## config.mk

```make
export PLATFORM = sky130hd
export DESIGN_NAME = eth_tx_byte_packer
export DESIGN_NICKNAME = d
export VERILOG_FILES = /design/src/rtl/eth_tx_byte_packer.sv
export SDC_FILE = /design/constraint.sdc
export NUM_CORES = 1
export LEC_CHECK = 0
export ABC_AREA = 1
export CAP_MARGIN = 20
export CORE_MARGIN = 2
export CORE_UTILIZATION = 47
export DETAILED_ROUTE_END_ITERATION = 10
export DONT_BUFFER_PORTS = 1
export HOLD_SLACK_MARGIN = 0.08
export MAX_ROUTING_LAYER = met4
export PLACE_DENSITY = 0.72
export SETUP_SLACK_MARGIN = 0.2
export SKIP_CTS_REPAIR_TIMING = 1
export SLEW_MARGIN = 20
export SYNTH_ARGS = -nofsm -noshare
export SYNTH_HDL_FRONTEND = slang
export SYNTH_SLANG_ARGS = --single-unit
```

## constraint.sdc

```tcl
create_clock -name clk_app_i -period 7 [get_ports clk_app_i]
set_clock_uncertainty 0.05 [all_clocks]
set_input_delay 1.4 -clock clk_app_i [delete_from_list [all_inputs] [get_ports clk_app_i]]
set_output_delay 1.4 -clock clk_app_i [all_outputs]
set_load 0.02 [all_outputs]
```

## src/rtl/eth_tx_byte_packer.sv

```systemverilog
// eth_tx_byte_packer: packs an 8-bit frame stream into 32-bit MAC words.
// Tracks frames awaiting MAC status and counts frames and errors.
module eth_tx_byte_packer #(
  parameter int CNT_W        = 16,
  parameter int MAX_INFLIGHT = 2
) (
  input  logic             clk_app_i,
  input  logic             rst_clk_app_n,
  input  logic             s_valid_i,
  input  logic [7:0]       s_data_i,
  input  logic             s_sof_i,
  input  logic             s_eof_i,
  output logic             s_ready_o,
  output logic             tx_valid_o,
  output logic [31:0]      tx_data_o,
  output logic             tx_start_o,
  output logic             tx_end_o,
  output logic [1:0]       tx_bytesel_o,
  input  logic             tx_ready_i,
  input  logic [7:0]       tx_status_i,
  input  logic             tx_status_valid_i,
  output logic [7:0]       status_o,
  output logic [CNT_W-1:0] frm_cnt_o,
  output logic [CNT_W-1:0] err_cnt_o,
  output logic             busy_o
);

  typedef enum logic {
    IDLE  = 1'b0,
    FRAME = 1'b1
  } state_t;

  localparam logic [2:0] MAX_IF = 3'(MAX_INFLIGHT);

  state_t      state;
  state_t      state_nxt;
  logic [23:0] pack;
  logic [31:0] pack_ext;
  logic [1:0]  cnt;
  logic [1:0]  cnt_nxt;
  logic        first;
  logic        first_nxt;
  logic [2:0]  inflight;

  logic        hs;
  logic        stall;
  logic        acc;
  logic        last;
  logic        emit;
  logic        pack_wr;
  logic        frm_err;
  logic        st_err;
  logic        inc;
  logic        dec;
  logic        w_start;
  logic        w_end;
  logic [1:0]  w_bsel;
  logic [31:0] w_data;

  logic [CNT_W:0] err_sum;

  assign hs       = tx_valid_o & tx_ready_i;
  assign stall    = (state == IDLE) & (inflight >= MAX_IF);
  assign s_ready_o = rst_clk_app_n & (~tx_valid_o | tx_ready_i) & ~stall;
  assign acc      = s_valid_i & s_ready_o;
  assign last     = s_eof_i | s_sof_i;
  assign pack_ext = {8'h00, pack};
  assign busy_o   = (state == FRAME) | tx_valid_o | (inflight != 3'd0);

  // Merge stored bytes with the incoming byte; bytes above it stay zero.
  always_comb begin
    w_data = '0;
    for (int k = 0; k < 4; k++) begin
      if (k < int'(cnt))
        w_data[8*k +: 8] = pack_ext[8*k +: 8];
      else if (k == int'(cnt))
        w_data[8*k +: 8] = s_data_i;
    end
  end

  // State register.
  always_ff @(posedge clk_app_i) begin
    if (!rst_clk_app_n) state <= IDLE;
    else                state <= state_nxt;
  end

  // Next-state and per-byte packing decisions.
  always_comb begin
    state_nxt = state;
    emit      = 1'b0;
    pack_wr   = 1'b0;
    frm_err   = 1'b0;
    w_start   = 1'b0;
    w_end     = 1'b0;
    w_bsel    = 2'b00;
    cnt_nxt   = cnt;
    first_nxt = first;
    unique case (state)
      IDLE: begin
        if (acc) begin
          if (!s_sof_i) begin
            frm_err = 1'b1;
          end else if (s_eof_i) begin
            emit    = 1'b1;
            w_start = 1'b1;
            w_end   = 1'b1;
            w_bsel  = 2'b01;
          end else begin
            state_nxt = FRAME;
            pack_wr   = 1'b1;
            cnt_nxt   = 2'd1;
            first_nxt = 1'b1;
          end
        end
      end
      FRAME: begin
        if (acc) begin
          frm_err = s_sof_i;
          if (last || cnt == 2'd3) begin
            emit      = 1'b1;
            w_start   = first;
            w_end     = last;
            w_bsel    = last ? cnt + 2'd1 : 2'b00;
            cnt_nxt   = 2'd0;
            first_nxt = 1'b0;
          end else begin
            pack_wr = 1'b1;
            cnt_nxt = cnt + 2'd1;
          end
          if (last) state_nxt = IDLE;
        end
      end
      default: state_nxt = IDLE;
    endcase
  end

  // Pack register, byte count and first-word flag.
  always_ff @(posedge clk_app_i) begin
    if (!rst_clk_app_n) begin
      pack  <= '0;
      cnt   <= 2'd0;
      first <= 1'b0;
    end else begin
      cnt   <= cnt_nxt;
      first <= first_nxt;
      if (pack_wr) begin
        case (cnt)
          2'd0:    pack[7:0]   <= s_data_i;
          2'd1:    pack[15:8]  <= s_data_i;
          2'd2:    pack[23:16] <= s_data_i;
          default: pack        <= pack;
        endcase
      end
    end
  end

  // Output word register; held while the MAC stalls.
  always_ff @(posedge clk_app_i) begin
    if (!rst_clk_app_n) begin
      tx_valid_o   <= 1'b0;
      tx_data_o    <= '0;
      tx_start_o   <= 1'b0;
      tx_end_o     <= 1'b0;
      tx_bytesel_o <= 2'b00;
    end else if (emit) begin
      tx_valid_o   <= 1'b1;
      tx_data_o    <= w_data;
      tx_start_o   <= w_start;
      tx_end_o     <= w_end;
      tx_bytesel_o <= w_bsel;
    end else if (hs) begin
      tx_valid_o <= 1'b0;
    end
  end

  assign inc = hs & tx_end_o;
  assign dec = tx_status_valid_i & (inflight != 3'd0);

  // Frames handed to the MAC that still await status.
  always_ff @(posedge clk_app_i) begin
    if (!rst_clk_app_n)
      inflight <= 3'd0;
    else if (inc && !dec)
      inflight <= inflight + 3'd1;
    else if (dec && !inc)
      inflight <= inflight - 3'd1;
  end

  assign st_err  = tx_status_valid_i & tx_status_i[0];
  assign err_sum = {1'b0, err_cnt_o}
                 + (CNT_W+1)'(frm_err)
                 + (CNT_W+1)'(st_err);

  // Status capture and saturating frame/error counters.
  always_ff @(posedge clk_app_i) begin
    if (!rst_clk_app_n) begin
      status_o  <= 8'h00;
      frm_cnt_o <= '0;
      err_cnt_o <= '0;
    end else begin
      if (tx_status_valid_i) begin
        status_o <= tx_status_i;
        if (frm_cnt_o != {CNT_W{1'b1}})
          frm_cnt_o <= frm_cnt_o + 1'b1;
      end
      err_cnt_o <= err_sum[CNT_W] ? {CNT_W{1'b1}}
                                  : err_sum[CNT_W-1:0];
    end
  end

endmodule

```

Yosys cells after proc, flatten, opt, wreduce, memory -nomap -nowiden
Cells that the tools add are included.
W data, S select, Z words.

word-level totals
  input bits = 23
  output and inout bits = 79
  logic and storage cells = 124
  register bits = 108

cells by class
  eq/ne operators = 12
  reductions and logical operators = 16
  mux-type cells = 56
  bitwise logic cells = 15
  magnitude comparators = 4
  $add $sub $neg = 6

operator list
  kind                     count
  $mux W8                  7
  $mux W1                  29
  $add A16 B1 Y17          1
  $add A17 B1 Y17          1
  $add A16 B1 Y16 const B  1
  $mux W16                 1
  $mux W2                  8
  $ne A16 B16 Y1 const B   1
  $pmux W1 S2              7
  $and A1 B1 Y1            8
  $pmux W2 S2              2
  $reduce_and A2 Y1        4
  $mux W3                  2
  $ne A2 B2 Y1 const B     3
  $reduce_and A5 Y1        1
  $eq A2 B2 Y1 const A     2
  $eq A2 B2 Y1 const B     2
  $logic_not A2 Y1         2
  $lt A1 B2 Y1 const A     2
  $ne A2 B1 Y1 const B     2
  $or A1 B1 Y1             4
  $reduce_and A4 Y1        1
  $reduce_bool A2 Y1       2
  $add A3 B1 Y3 const B    1
  other kinds (11)         15

Logic depth before layout (Yosys ltp)
Gate-level depths: netlist of the first run.

  word-level depth = 10
  depth in mapped cells = 17
  gate-level depth less buffers = 16

Worst setup path after synthesis of the first run
Ideal clock, no wire load.

  path kind = input-to-reg
  from = input port rst_clk_app_n
  to = register err_cnt_o[10]
  slack = 3.377 ns
  stages on the path = 13
  library setup time = 0.070 ns
  required time = 6.880 ns
  arrival = 3.502 ns
  path buffers = 3
  cells stage by stage = buf_2 nand2_4 nor3b_4 buf_2 inv_1 nor2_1 fa_1 ha_1 nand2_1 nor2_1 nand4_1 buf_2 a21oi_1

on the way
  longest elaborated chain between the ends = 8
  elaborated cells between the ends (all ways) = 9
  classes of those cells = add/sub (2); mux (4); bitwise (3)

ends and longest elaborated chain
  element                            line      source
  start, declared                    8         input logic rst_clk_app_n,
  $and A1 B1 Y1 (2 in a row)         64        assign s_ready_o = rst_clk_app_n & (~tx_valid_o | tx_ready_i) & ~stall;
  $and A1 B1 Y1                      65        assign acc = s_valid_i & s_ready_o;
  $mux W1, on equally long branches  117, 100
  $pmux W1 S2                        98        unique case (state)
  $add A16 B1 Y17                    191       + (CNT_W+1)'(frm_err)
  $add A17 B1 Y17                    192       + (CNT_W+1)'(st_err);
  $mux W16                           206       err_cnt_o <= err_sum[CNT_W] ? {CNT_W{1'b1}}
  end signal, assigned               206
  end, declared                      24        output logic [CNT_W-1:0] err_cnt_o,

Several ways; a longest one is shown, not always the timed one.
A chain may end at the register's enable or synchronous reset.

Final worst setup path of the first run
  from = input port tx_ready_i
  to = register err_cnt_o[15]

on the way
  longest elaborated chain between the ends = 9
  elaborated cells between the ends (all ways) = 10
  classes of those cells = add/sub (2); mux (4); bitwise (4)

ends and longest elaborated chain
  element                            line      source
  start, declared                    19        input logic tx_ready_i,
  $or A1 B1 Y1 *                     64
  $and A1 B1 Y1 * (2 in a row)       64
  $and A1 B1 Y1 *                    65
  $mux W1, on equally long branches  117, 100
  $pmux W1 S2 *                      98
  $add A16 B1 Y17 *                  191
  $add A17 B1 Y17 *                  192
  $mux W16 *                         206

Every way passes the cells marked *; elsewhere a longest branch is shown, timed or not.

==> results by group, run 1 <==
Outcome
  – Status: completed

Place
  – Dpl cell area: 5630 µm²
  – Pre-CTS worst setup slack: about 2.6 ns
  – GP Congestion: 0.843
  – Port buffer count: 0
  – HPWL Detailed: approximately 8.1 mm

Layout
  – Post-route cell area: between 5000 and 6000 µm²
  – # nets final: 834
  – Layout fillers: around 1,200
  – Layout cells sized above 1: 0.0597
  – Most frequent cells in the layout: 204 x nand2_1, 141 x nor2_1, 108 x dfxtp_1, 94 x inv_1, 58 x a21oi_1
  – P&R area growth vs syn: 4.64%
  – Commonest non-fill, non-tap cell in the layout: nand2_1
  – # diodes: 0

Drt
  – Final WL: 12.3 mm
  – DRT iter0 DRCs: about 330
  – First-pass iteration count of the detailed router: 4
  – DRC: 0
  – Vias per inst: slightly above 5
  – DRT antenna net count: 0
  – Via count: a little under 5,000
  – Post-DR wirelength/cell: between 10 and 15 µm

Clock network
  – H-tree Lvls: 3
  – Sink Count: 108
  – CTS root buf: clkbuf_16
  – Worst-path clk slew: around 0.07 ns
  – CTS tree: yes
  – TritonCTS buffer count: 9
  – Clock Path Buffers: 2
  – Clk_lat worst skew: between 0.3 and 0.4 ns

Timing
  – Slew Viols, Final: 0
  – Slew headroom: 0.406
  – Final period util: 0.580
  – Final Hold Viols: 0
  – Fmax: roughly 250 MHz
  – Final TNS setup: 0 ns
  – Final WS setup: 2.94 ns
  – Setup violators final: 0
  – Worst slew pin tran: ~0.89 ns
  – Worst hold slack: approximately 0.41 ns
  – Min Tclk post-route: around 4.1 ns
  – RSZ-0062 raised after global routing: false

Yosys
  – Cell area after synthesis: around 5700 µm²
  – Synth cell types: 36
  – Asr flop ratio synth: 0
  – Ys flop type: dfxtp_1
  – Sequential area share after synthesis: 0.379
  – Number of flops mapped to enable cells by yosys: 0
  – Syn Nets: ~870
  – Post-Syn Instances: roughly 830
  – YS warnings: 0
  – Avg Cell Area, Syn: a little under 7 µm²
  – Flops & latches, synth: 108

Floorplan
  – Floorplan row count: 40
  – Die width: roughly 110 µm
  – Chip Height: about 110 µm
  – I/O pin count: about 100
  – Initial Util: 0.478
  – Die ar.: approximately 13,000 µm²
  – Core area: around 12,000 µm²

Critical path
  – Worst EP arrival: approximately 4.3 ns
  – Setup crit start kind: primary input
  – Crit Path Category: primary input to flop
  – Worst Path Required: approximately 7.3 ns
  – CP endpoint kind: flop
  – Critical path peak fanout: 22
  – R2R Setup Slk: approximately 3.5 ns
  – R2r startpoint: state
  – Critical Path Source: tx_ready_i

GRT
  – Vias in the first global route: between 4,000 and 5,000
  – Largest net degree at the start of global routing: 80
  – Congestion Overflow GR: 0
  – Initial antenna violation count: 0
  – Wire length of the first global-routing pass: between 20 and 25 mm
  – Gr usage total: 0.198

Hold path
  – Hold_sp: first
  – Worst hold-check path type: flop to flop

Pwr
  – Max rail drop VDD: between 0.1 and 0.15 mV
  – Design Power: 1.36 mW
  – Lkg Pwr: roughly 2.6 nW
  – Power density over cell area: 228 nW/µm²

Job
  – Max Cap Viol: 0
-- logic make-up after synthesis --
logic type,synth area share
xor gates and xnor gates,0.0230
adders and majority gates,0.0245
buffers and inverters,0.111
and+or+nand+nor,0.355
DFF,0.379
AOI/OAI and AO/OA,0.108
-- cell usage after synthesis, types with 2 or more instances --
library cell / number / area [µm²]
fa_1: 2 / 40.0
o21ai_0: 25 / 125
xnor2_1: 7 / 61.3
buf_6: 8 / 90.1
nor2_4: 3 / 33.8
nand4_4: 2 / 42.5
a21oi_1: 58 / 290
nand2_1: 204 / 766
nand4_1: 26 / 163
nand2_2: 2 / 12.5
clkinv_1: 2 / 7.51
nand3_2: 11 / 110
nand2_4: 4 / 45.0
nor2_1: 141 / 529
inv_1: 95 / 357
ha_1: 8 / 100
buf_4: 3 / 22.5
xor2_1: 8 / 70.1
nand3_4: 2 / 35.0
clkbuf_1: 15 / 56.3
a21boi_1: 8 / 60.1
o31ai_1: 16 / 120
nand3_1: 42 / 210
dfxtp_1: 108 / 2160
nor3_1: 3 / 15.0
buf_2: 18 / 90.1
nor2_2: 2 / 12.5
-- state kept, by name (all words and copies together) (netlist names) --
signal and count:
status_o 8, pack 24, cnt 2, state 1
tx_end_o 1, inflight 3, first 1, frm_cnt_o 16
tx_valid_o 1, tx_start_o 1, err_cnt_o 16, tx_bytesel_o 2
tx_data_o 32
-- report_power, final --
part | internal [mW] | total (mW) | leakage [nW] | switching, mW
registers | 0.646 | 0.697 | 0.876 | 0.0506
clock network | 0.266 | 0.486 | 0.140 | 0.220
logic | 0.0607 | 0.177 | 1.62 | 0.117
total | 0.973 | 1.36 | 2.63 | 0.387
-- cell type report --
class | instances | area [µm²] | area share
clock buffer | 12 | 267 | 0.0446
timing repair buffer | 3 | 67.6 | 0.0113
multi-input combinational | 581 | 2920 | 0.488
inverter | 98 | 370 | 0.0620
tap | 147 | 184 | 0.0308
clock inverter | 2 | 10.0 | 0.00167
sequential | 108 | 2160 | 0.362
-- critical path, stage by stage --
cell and delay [ns]:
inv_1 0.03, nand2_1 0.11, nand2_4 0.09, nor3b_4 0.76
inv_1 0.09, nor2_1 0.16, fa_1 0.21, ha_1 0.18
nand2_1 0.08, nor2_1 0.25, nand4_1 0.56, nand3_1 0.27
nand2_1 0.07, inv_1 0.05
-- worst paths after layout --
path	end	cells after the start
worst max-delay path	err_cnt_o[15]	14
worst min-delay path	first	2
worst max register to register	err_cnt_o[15]	12
worst min register to register	first	2
-- per-stage QoR --
stage / instances / utilization
after floorplan: 832 / -
after global placement: 934 / 0.471
after detailed placement: 934 / 0.471
after CTS: 948 / 0.494
after global routing: 951 / 0.500
final: 951 / 0.500
-- routing by layer --
layer,global-route usage,share of wire,up-vias
met5,-,0,-
met4,0.0732,0.013,0
met3,0.0476,0.064,10
met2,0.296,0.45,111
met1,0.262,0.48,2130
li1,-,-,2569
Note: power is estimated with default switching activity, not from simulation.
==> inputs of run 2 (changes only) <==
- PLACE_DENSITY: 0.72 -> 0.74
- clock period: 7 -> 3.49 ns (I/O delays scaled with it)
==> run 2 against run 1 <==
Net effect: total power rose by 120%; critical path depth down 2; global-route usage up 0.68 points; clock power increased to 2.6 times the previous value; combinational power up 100%.
==> results by group, run 2 (synthesis gave the netlist of run 1 again) <==
Outcome
  – Status: completed (unchanged)

Clock network
  – TritonCTS buffer count: 9 (unchanged)
  – H-tree Lvls: 3 (unchanged)
  – Clock Path Buffers: 2 (unchanged)
  – Clk_lat worst skew: 0.36 ns (was 0.35 ns)
  – Sink Count: 108 (unchanged)
  – CTS root buf: clkbuf_16 (unchanged)
  – CTS tree: yes (unchanged)
  – Worst-path clk slew: 0.07 ns (about the same)

Hold path
  – Hold path depth: 2 (unchanged)
  – Worst hold-check path type: primary input to flop (was flop to flop)

Floorplan
  – I/O pin count: 102 (unchanged)
  – Core area: 12,000 µm² (unchanged)
  – Chip Height: 114 µm (unchanged)
  – Die ar.: 13,100 µm² (unchanged)
  – Initial Util: 0.478 (unchanged)
  – Die width: 114 µm (unchanged)
  – Floorplan row count: 40 (unchanged)

Layout
  – # diodes: 0 (unchanged)
  – # nets final: 838 (was 834)
  – Commonest non-fill, non-tap cell in the layout: nand2_1 (unchanged)
  – Post-route cell area: 6050 µm² (was 5980 µm²)
  – Most frequent cells in the layout: 204 x nand2_1, 141 x nor2_1, 108 x dfxtp_1, 95 x inv_1, 58 x a21oi_1 (was 204 x nand2_1, 141 x nor2_1, 108 x dfxtp_1, 94 x inv_1, 58 x a21oi_1)
  – P&R area growth vs syn: 6.00% (was 4.64%)
  – Layout cells sized above 1: 0.0655 (was 0.0597)
  – Max FFs per register: 32 (unchanged)
  – Most flops, register: tx_data_o (unchanged)
  – Largest regs: tx_data_o (32), pack (24) (unchanged)

Drt
  – First-pass iteration count of the detailed router: 4 (unchanged)
  – DRT iter0 DRCs: 304 (was 333)
  – Final WL: 12.5 mm (was 12.3 mm)
  – DRC: 0 (unchanged)
  – Post-DR wirelength/cell: 13.1 µm (was 12.9 µm)
  – DRT antenna net count: 0 (unchanged)
  – Vias per inst: 5.13 (was 5.07)
  – Via count: 4,905 (was 4,820)

Place
  – HPWL Detailed: 8.37 mm (was 8.15 mm)
  – GP Congestion: 0.839 (was 0.843)
  – Port buffer count: 0 (unchanged)
  – Dpl cell area: 5670 µm² (was 5630 µm²)

Timing
  – Final period util: 0.751
  – Min Tclk post-route: about 2.6 ns
  – Fmax: 381 MHz
  – Slew Viols, Final: 0 (unchanged)
  – Worst slew pin tran: 0.694 ns (was 0.890 ns)
  – Final TNS setup: 0 ns (unchanged)
  – Final Hold Viols: 0 (unchanged)
  – Setup violators final: 0 (unchanged)
  – Slew headroom: 0.537 (was 0.406)
  – RSZ-0062 raised after global routing: false (unchanged)

Critical path
  – Setup crit start kind: flop (was primary input)
  – Worst Setup EP: err_cnt_o[15] (unchanged)
  – R2R Setup Slk: 0.87 ns (was 3.45 ns)
  – Worst Path Required: 3.75 ns (was 7.25 ns)
  – Critical Path Source: state (was tx_ready_i)
  – Worst EP arrival: 2.88 ns (was 4.31 ns)
  – Worst flop-to-flop path endpoint: err_cnt_o[15] (unchanged)
  – R2r startpoint: state (unchanged)
  – Crit Path Category: flop to flop (was primary input to flop)
  – Cells on worst reg2reg path: 12 (unchanged)
  – CP endpoint kind: flop (unchanged)
  – Critical path peak fanout: 14 (was 22)

Pwr
  – Clk pwr share: 0.414 (was 0.357)
  – Sequential share of power: 0.467 (was 0.513)
  – Max rail drop VDD: 0.274 mV (was 0.145 mV)
  – Internal power: 2.19 mW (was 0.973 mW)
  – Switching Fraction: 0.268 (was 0.285)
  – Lkg Pwr: 2.67 nW (was 2.63 nW)
  – Combinational Power Share: 0.119 (was 0.130)
  – Psw: 0.803 mW (was 0.387 mW)
  – Design Power: 2.99 mW (was 1.36 mW)
  – Power density over cell area: 494 nW/µm² (was 228 nW/µm²)

GRT
  – Initial antenna violation count: 0 (unchanged)
  – Gr usage total: 0.205 (was 0.198)
  – Wire length of the first global-routing pass: 21.2 mm (was 20.5 mm)
  – Congestion Overflow GR: 0 (unchanged)
  – Vias in the first global route: 4,408 (was 4,206)
  – Largest net degree at the start of global routing: 80 (unchanged)

Job
  – Max Cap Viol: 0 (unchanged)
==> run 2: cell count changes in the layout (fill, tap and decap cells not counted) <==
cell,previous run,this run
buf_4,0,6
bufinv_16,0,4
clkbuf_8,3,0
buf_12,2,0
clkinv_2,2,0
buf_16,1,0
buf_8,0,1
clkinv_1,3,2
clkinvlp_4,0,1
inv_1,94,95
inv_6,0,1
==> run 2: power groups by stage <==
stage | combinational [mW] | sequential [mW] | clock (mW)
floorplan | 0.327 | 1.41 | 0
global placement | 0.351 | 1.43 | 0
detailed placement | 0.355 | 1.43 | 0
CTS | 0.357 | 1.40 | 1.27
global route | 0.410 | 1.41 | 1.32
finish | 0.356 | 1.40 | 1.24
==> run 2: worst min-delay path by stage <==
stage,startpoint,endpoint,slack (ns)
2_1_floorplan,inflight[2],inflight[2],0.39
3_3_place_gp,pack[11],pack[11],0.40
3_5_place_dp,first,first,0.40
4_1_cts,rst_clk_app_n,err_cnt_o[11],0.38
5_1_grt,rst_clk_app_n,tx_data_o[26],0.40
6_report,rst_clk_app_n,tx_data_o[26],0.41
==> run 2: metal layers <==
metal  wire (µm)  global-route usage  up-vias  share of wire
li1            -                   -     2578              -
met1        5730               0.264     2185           0.46
met4         189              0.0789        0          0.015
met2        5750               0.313      128           0.46
met3         865              0.0476       14          0.069
met5           0                   -        -              0
==> run 2: per-stage QoR <==
step,utilization,instances,hold WS (ns),worst slack (ns)
CTS,0.504,954,0.381,0.497
finish,0.506,956,0.408,0.869
floorplan,-,832,0.389,0.569
global placement,0.474,939,0.398,0.443
global route,0.506,956,0.398,0.577
detailed placement,0.474,939,0.404,0.388
==> run 2: final cells by class <==
class / count / area [µm²]
clock inverter: 6 / 136
tap: 147 / 184
clock buffer: 9 / 225
sequential: 108 / 2160
fill: 1193 / 5910
inverter: 98 / 370
multi-input combinational: 581 / 2920
timing repair buffer: 7 / 60.1
==> run 2: critical path: stages (launching register included) <==
cell     delay, ns
dfxtp_1       0.59
inv_1         0.18
ha_1          0.30
nor2_1        0.14
fa_1          0.21
ha_1          0.18
nand2_1       0.08
nor2_1        0.25
nand4_1       0.16
buf_4         0.22
nand3_1       0.10
nand2_1       0.05
inv_1         0.04
